$ cat src/rtl/bidiag_pkg.sv
// Shared widths, FSM state encoding and sample/index helpers for the bidiagonalization link.
package bidiag_pkg;

  localparam int unsigned BIT_NUM      = 18;
  localparam int unsigned DIM          = 4;
  localparam int unsigned CHANNEL_SIZE = DIM * DIM;
  localparam int unsigned IDX_W        = 4;
  localparam int unsigned CNT_W        = 5;
  localparam int unsigned WCNT_W       = 8;
  localparam int unsigned RX_TIMEOUT   = 255;

  typedef enum logic [2:0] {
    IDLE,
    SEND,
    WAIT,
    CAPTURE,
    DONE
  } state_t;

  typedef struct packed {
    logic [BIT_NUM-1:0] re;
    logic [BIT_NUM-1:0] im;
  } cplx_t;

  // Row-major packing of a matrix coordinate into a buffer index.
  function automatic logic [IDX_W-1:0] rc_idx(input logic [1:0] row, input logic [1:0] col);
    return {row, col};
  endfunction

endpackage

$ cat src/rtl/cplx_buf16.sv
// 16-entry complex register file: one synchronous write port, one combinational read port.
module cplx_buf16
  import bidiag_pkg::*;
(
  input  logic             clk,
  input  logic             rst,
  input  logic             we,
  input  logic [IDX_W-1:0] waddr,
  input  cplx_t            wdata,
  input  logic [IDX_W-1:0] raddr,
  output cplx_t            rdata
);

  cplx_t mem [CHANNEL_SIZE];

  always_ff @(posedge clk or posedge rst) begin
    if (rst) begin
      for (int i = 0; i < int'(CHANNEL_SIZE); i++) mem[i] <= '0;
    end else if (we) begin
      mem[waddr] <= wdata;
    end
  end

  assign rdata = mem[raddr];

endmodule

$ cat src/rtl/bidiag_link.sv
// Host-side link: streams a 16-sample channel matrix to the core and captures its 16-sample result.
// Optional RX timeout is compiled in with BIDIAG_LINK_TIMEOUT_EN.
module bidiag_link
  import bidiag_pkg::*;
(
  input  logic               clk,
  input  logic               rst,
  input  logic               host_we,
  input  logic [IDX_W-1:0]   host_addr,
  input  logic [BIT_NUM-1:0] host_wr_re,
  input  logic [BIT_NUM-1:0] host_wr_im,
  output logic [BIT_NUM-1:0] host_rd_re,
  output logic [BIT_NUM-1:0] host_rd_im,
  input  logic               start,
  output logic               busy,
  output logic               done,
  output logic               err,
  output logic               tx_valid_o,
  output logic [BIT_NUM-1:0] tx_R_o,
  output logic [BIT_NUM-1:0] tx_I_o,
  input  logic               rx_valid_i,
  input  logic [BIT_NUM-1:0] rx_R_i,
  input  logic [BIT_NUM-1:0] rx_I_i
);

  state_t           state;
  logic [CNT_W-1:0] cnt;
  logic [CNT_W-1:0] rcnt;
  cplx_t            tx_rd;
  cplx_t            rx_rd;
  logic             tx_we;
  logic             rx_we;
  logic [IDX_W-1:0] rx_waddr;

`ifdef BIDIAG_LINK_TIMEOUT_EN
  localparam logic [WCNT_W-1:0] WAIT_LAST = WCNT_W'(RX_TIMEOUT - 1);
  logic [WCNT_W-1:0] wcnt;
`endif

  // TX buffer is host-writable only while idle; RX buffer only fills during WAIT/CAPTURE.
  assign tx_we    = host_we && (state == IDLE);
  assign rx_we    = rx_valid_i && ((state == WAIT) || (state == CAPTURE));
  assign rx_waddr = (state == WAIT) ? '0 : rcnt[IDX_W-1:0];

  cplx_buf16 u_tx_buf (
    .clk   (clk),
    .rst   (rst),
    .we    (tx_we),
    .waddr (host_addr),
    .wdata ('{re: host_wr_re, im: host_wr_im}),
    .raddr (cnt[IDX_W-1:0]),
    .rdata (tx_rd)
  );

  cplx_buf16 u_rx_buf (
    .clk   (clk),
    .rst   (rst),
    .we    (rx_we),
    .waddr (rx_waddr),
    .wdata ('{re: rx_R_i, im: rx_I_i}),
    .raddr (host_addr),
    .rdata (rx_rd)
  );

  assign host_rd_re = rx_rd.re;
  assign host_rd_im = rx_rd.im;

  // cnt is 0 in IDLE, so the TX read port already presents sample 0 when start arrives.
  always_ff @(posedge clk or posedge rst) begin
    if (rst) begin
      state      <= IDLE;
      cnt        <= '0;
      rcnt       <= '0;
      busy       <= 1'b0;
      done       <= 1'b0;
      err        <= 1'b0;
      tx_valid_o <= 1'b0;
      tx_R_o     <= '0;
      tx_I_o     <= '0;
`ifdef BIDIAG_LINK_TIMEOUT_EN
      wcnt       <= '0;
`endif
    end else begin
      done <= 1'b0;
      case (state)
        IDLE: begin
          if (start) begin
            state      <= SEND;
            busy       <= 1'b1;
            err        <= 1'b0;
            cnt        <= CNT_W'(1);
            rcnt       <= '0;
            tx_valid_o <= 1'b1;
            tx_R_o     <= tx_rd.re;
            tx_I_o     <= tx_rd.im;
          end
        end
        SEND: begin
          if (cnt == CNT_W'(CHANNEL_SIZE)) begin
            state      <= WAIT;
            tx_valid_o <= 1'b0;
            cnt        <= '0;
`ifdef BIDIAG_LINK_TIMEOUT_EN
            wcnt       <= '0;
`endif
          end else begin
            tx_R_o <= tx_rd.re;
            tx_I_o <= tx_rd.im;
            cnt    <= cnt + 1'b1;
          end
        end
        WAIT: begin
          if (rx_valid_i) begin
            state <= CAPTURE;
            rcnt  <= CNT_W'(1);
          end
`ifdef BIDIAG_LINK_TIMEOUT_EN
          else if (wcnt >= WAIT_LAST) begin
            state <= DONE;
            err   <= 1'b1;
            done  <= 1'b1;
          end else if (wcnt != '1) begin
            wcnt <= wcnt + 1'b1;
          end
`endif
        end
        CAPTURE: begin
          if (rx_valid_i) begin
            rcnt <= rcnt + 1'b1;
            if (rcnt == CNT_W'(CHANNEL_SIZE - 1)) begin
              state <= DONE;
              done  <= 1'b1;
            end
          end else begin
            state <= DONE;
            err   <= 1'b1;
            done  <= 1'b1;
          end
        end
        DONE: begin
          state <= IDLE;
          busy  <= 1'b0;
        end
        default: begin
          state <= IDLE;
          busy  <= 1'b0;
        end
      endcase
    end
  end

endmodule
$ cat config.mk
export PLATFORM = sky130hd
export DESIGN_NAME = bidiag_link
export DESIGN_NICKNAME = d
export VERILOG_FILES = /design/src/rtl/bidiag_pkg.sv /design/src/rtl/cplx_buf16.sv /design/src/rtl/bidiag_link.sv
export SDC_FILE = /design/constraint.sdc
export NUM_CORES = 2
export LEC_CHECK = 0
export ABC_CLOCK_PERIOD_IN_PS = 76200
export CAP_MARGIN = 0
export CORE_MARGIN = 4
export CORE_UTILIZATION = 55
export CTS_CLUSTER_SIZE = 40
export DETAILED_ROUTE_END_ITERATION = 10
export PLACE_DENSITY = 0.72
export SKIP_LAST_GASP = 1
export SLEW_MARGIN = 20
export SYNTH_ARGS = -nofsm -noshare
export SYNTH_HDL_FRONTEND = slang
export SYNTH_SLANG_ARGS = --single-unit
$ cat constraint.sdc
create_clock -name clk -period 76.2 [get_ports clk]
set_clock_uncertainty 0.2 [all_clocks]
set_input_delay 15.24 -clock clk [delete_from_list [all_inputs] [get_ports clk]]
set_output_delay 15.24 -clock clk [all_outputs]
set_load 0.03 [all_outputs]
==> summary.md <==
CTS placed an instance of clkbuf_16 at the clock tree root. After clock tree synthesis, the setup repair step added 0 buffers. The flow ran to the end, and the final reports show no timing, DRC or antenna violations. The run gives 2,035 as the iteration-0 DRC count of the detailed router.

The startpoint-to-endpoint class of the critical path is in -> out. Traced cell by cell, the critical path runs through buf_6 -> buf_4 -> buf_4 -> mux4_2 -> mux4_2 -> clkdlybuf4s50_1. Compared with the post-synthesis result, the final layout area differs by 13.0%. The number of cells upsized or downsized after cts is 0.

The number of fill cells in the layout is 6,904. At the later pin of the worst-skew pair, clock insertion delay measures 0.73 ns. The largest single stage delay on the critical path is 0.81 ns. The number of failing setup endpoints in the final timing report was 0; the first-pass GRT wire length was 201,000 um.

The initial cell density of the core was 0.554. The data arrival time of the critical path is 19.16 ns. The tools report the number of nets at the end of the flow as 3,387.

Cell accounting for the most synthesized area: dfrtp_1. Routability-driven placement finished with a final weighted congestion of 0.778. The number of stages on the worst hold path came out at 1.

TritonCTS built the clock tree. The capture endpoint of the worst hold path was tx_R_o[0]. For the clock sink count, the log shows 1,205. The die area was 102,000 um^2. The share of the cycle needed by the critical path after routing works out to 0.454. From left edge to right edge, the die measures 320 um. The cell family contributing the most delay on the critical path is buffers and inverters. After technology mapping, the gate count stands at 3,239. The tools report the count of pins over their slew limit as 0.

For the pin with the worst max-slew slack, the measured transition is 1.01 ns. The class of the tightest hold or removal check was reg -> reg. The logs give 47 for the number of distinct library cells after synthesis and 0.274 ns for the final worst hold slack. In this run the critical register-to-register path is captured at tx_I_o[16]. The relative slew slack came out at 0.327. Clock-pin slew was measured on the worst setup and hold paths at 0.06 ns.

The number of buffers inserted during clock tree synthesis came out at 130. The run gives 0.563 as the sequential share of the synthesized area. The minimum setup slack among reg-to-reg paths was 72.21 ns; the maximum fanout encountered on the critical timing path was 57.

157 I/O pins were placed. The total nets after synthesis was 3,324. The H-tree was split into 4 levels. For the core area, the log shows 96,700 um^2.

The maximum clock frequency is 0.0289 GHz, and the number of max-capacitance violations reported is 0. The data required time at the worst endpoint is 60.76 ns. In this run the most critical hold path is launched from tx_R_o[0].

The total iterations of the first detailed-routing run is 5, and the buffer and inverter count on the worst path is 4. The final design utilization came out at 0.626. For this run, the number of Yosys warnings is 0.

After global routing the overflow that remains totals 0. The routed layout has 29,500 vias. The number of antenna violations at the first check in global routing is 12. Endpoint class of the critical path: an output port.

Setup repair after global routing left no endpoint under its margin. The tools report the element type at the critical path start as a primary input. Entering global routing, the biggest net connects 182 pins. After detailed routing, the average wire length per cell comes to 27.4 um.

Subtracting the final worst setup slack from the clock period gives 34.60 ns. In the routed design, unresolved DRC markers number 0. Summed over all nets, the half-perimeter wirelength after detailed placement is 70,200 um. The cell depth of the worst flop-to-flop path is 6, and the number of hold-repair buffers added at the cts stage is 0. After synthesis, the mean cell area works out to 16.5 um^2. Number of nets with antenna violations after detailed routing: 0. Port buffering added 156 buffers. The number of rows in the core area was 114. Global-route usage over all layers: 0.257.

The via count of the first global-routing pass is 32,600, and the multi-input gate area in the final layout is 22,300 um^2. The portion of synthesized cell area occupied by the leading cell type is 0.563. From bottom edge to top edge, the die measures 320 um. Dividing the detail-routed via count by the number of cells gives 6.30. In the final layout, flip-flops and latches occupy 30,200 um^2. The total power density per cell area is 31.6 nW/um^2.

Among all stages on the critical path, the largest delay is contributed by buf_4. In this run the static leakage power is 28.6 nW. The combined area of all synthesized cells was 53,600 um^2; the worst-case clock buffer depth was 3. For the maximum ir drop on the vdd rail, the log shows 0.0269 mV.

Adding up every negative setup slack in the final design gives 0 ns. For the hold violation total from the final report, the log shows 0. Counting flops and latches in the post-synthesis netlist gives 1,205. The fraction of final layout cells sized beyond drive strength 1 came out at 0.526. By area the synthesized netlist is led by dfrtp_1 (56%), mux2_2 (24%), mux4_2 (14%), clkbuf_1 (1.2%), buf_2 (0.80%). After detailed routing, the total wire length is 129,000 um.

Origin of the critical flop-to-flop path: cnt[1].
-- per-layer routing --
| layer | wire (um) | vias to the layer above | GRT usage |
|---|---|---|---|
| li1 | - | 12300 | - |
| met1 | 55400 | 16300 | 0.360 |
| met2 | 63700 | 719 | 0.415 |
| met3 | 6410 | 220 | 0.0486 |
| met4 | 3140 | 6 | 0.0757 |
| met5 | 32 | - | 0 |
-- cells in the mapped netlist, drive strengths merged --
cell / instances
dfrtp: 1205
mux2: 1152
mux4: 324
clkbuf: 165
buf: 118
o22ai: 39
a21o: 38
a211oi: 36
mux2i: 36
nand2: 23
nor2: 18
inv: 9
nand3: 9
a21oi: 8
o21ai: 8
nor2b: 5
nor3: 5
ha: 4
nand2b: 4
nand3b: 3
nor3b: 3
or3: 3
or3b: 3
a311oi: 2
and2: 2
and3: 2
and3b: 2
nand4: 2
or2: 2
a22o: 1
a31oi: 1
a41oi: 1
nand4bb: 1
nor4: 1
nor4b: 1
o31ai: 1
or4b: 1
xor2: 1
-- report_power, final --
part	switching, W	internal [W]
Combinational	0.000199	0.000237
Clock	0.000256	0.000373
Sequential	0.0000788	0.000768
Total	0.000533	0.00138
-- layout make-up --
cell class	count	share of cell area
diodes	8	0.000331
clock buffers	201	0.0656
clock inverters	33	0.00585
inverters	9	0.000703
multi-input cells	1742	0.369
flip-flops and latches	1205	0.498
well taps	1276	0.0264
repair buffers	214	0.0342
-- cells in the final DEF (no fill, tap or decap), drive strengths merged, types with 4 or more instances in the layout --
cell / synthesis / routed
a211oi: 36 / 36
a21o: 38 / 38
a21oi: 8 / 8
buf: 118 / 61
bufinv: 0 / 4
clkbuf: 165 / 201
clkdlybuf4s50: 0 / 153
clkinv: 0 / 22
dfrtp: 1205 / 1205
diode: 0 / 8
ha: 4 / 4
inv: 9 / 16
mux2: 1152 / 1152
mux2i: 36 / 36
mux4: 324 / 324
nand2: 23 / 23
nand2b: 4 / 4
nand3: 9 / 9
nor2: 18 / 18
nor2b: 5 / 5
nor3: 5 / 5
o21ai: 8 / 8
o22ai: 39 / 39
-- worst reg2reg max path: cells and delay by family, from the launching register on --
family | cells | cell delay, ns
buffers and inverters | 2 | 1.67
muxes | 1 | 0.63
DFF | 1 | 0.83
AOI/OAI and AO/OA | 3 | 0.55
-- how the worst max path moves through the flow --
stage          slack [ns]          from            end  depth (start not counted)
6_report            41.60  host_addr[1]  host_rd_im[9]                          6
3_5_place_dp        41.59  host_addr[1]  host_rd_im[4]                          6
4_1_cts             41.58  host_addr[1]  host_rd_im[4]                          6
5_1_grt             41.46  host_addr[1]  host_rd_im[4]                          6
2_1_floorplan       26.81           rst           busy                          1
3_3_place_gp        41.68  host_addr[1]  host_rd_im[4]                          6
-- through the flow --
stage / cells / area [um^2] / worst slack [ns] / total power, W
floorplan: 3239 / 53600 / 26.81 / 0.00117
global placement: 4445 / 56100 / 41.68 / 0.00127
detailed placement: 4445 / 56100 / 41.59 / 0.00130
CTS: 4679 / 60500 / 41.58 / 0.00193
global route: 4683 / 60500 / 41.46 / 0.00200
finish: 4688 / 60500 / 41.60 / 0.00191
-- sequential cells by signal, summed over array words and instances, names as in the netlist --
signal	cells
busy	1
rcnt	5
tx_I_o	18
u_rx_buf.mem	576
cnt	5
done	1
state	3
u_tx_buf.mem	576
tx_valid_o	1
tx_R_o	18
err	1
-- logic make-up (layout without fill, tap and decap cells) --
group,Yosys count,count (layout),share of synthesized area
DFF,1205,1205,0.563
xor gates and xnor gates,1,1,0.000164
buffers and inverters,292,457,0.0233
muxes,1512,1512,0.385
adders and majority gates,4,4,0.000935
AOI/OAI and AO/OA,135,135,0.0173
other,0,8,0
and+or+nand+nor,90,90,0.0100
(Power assumes the default switching activity.)
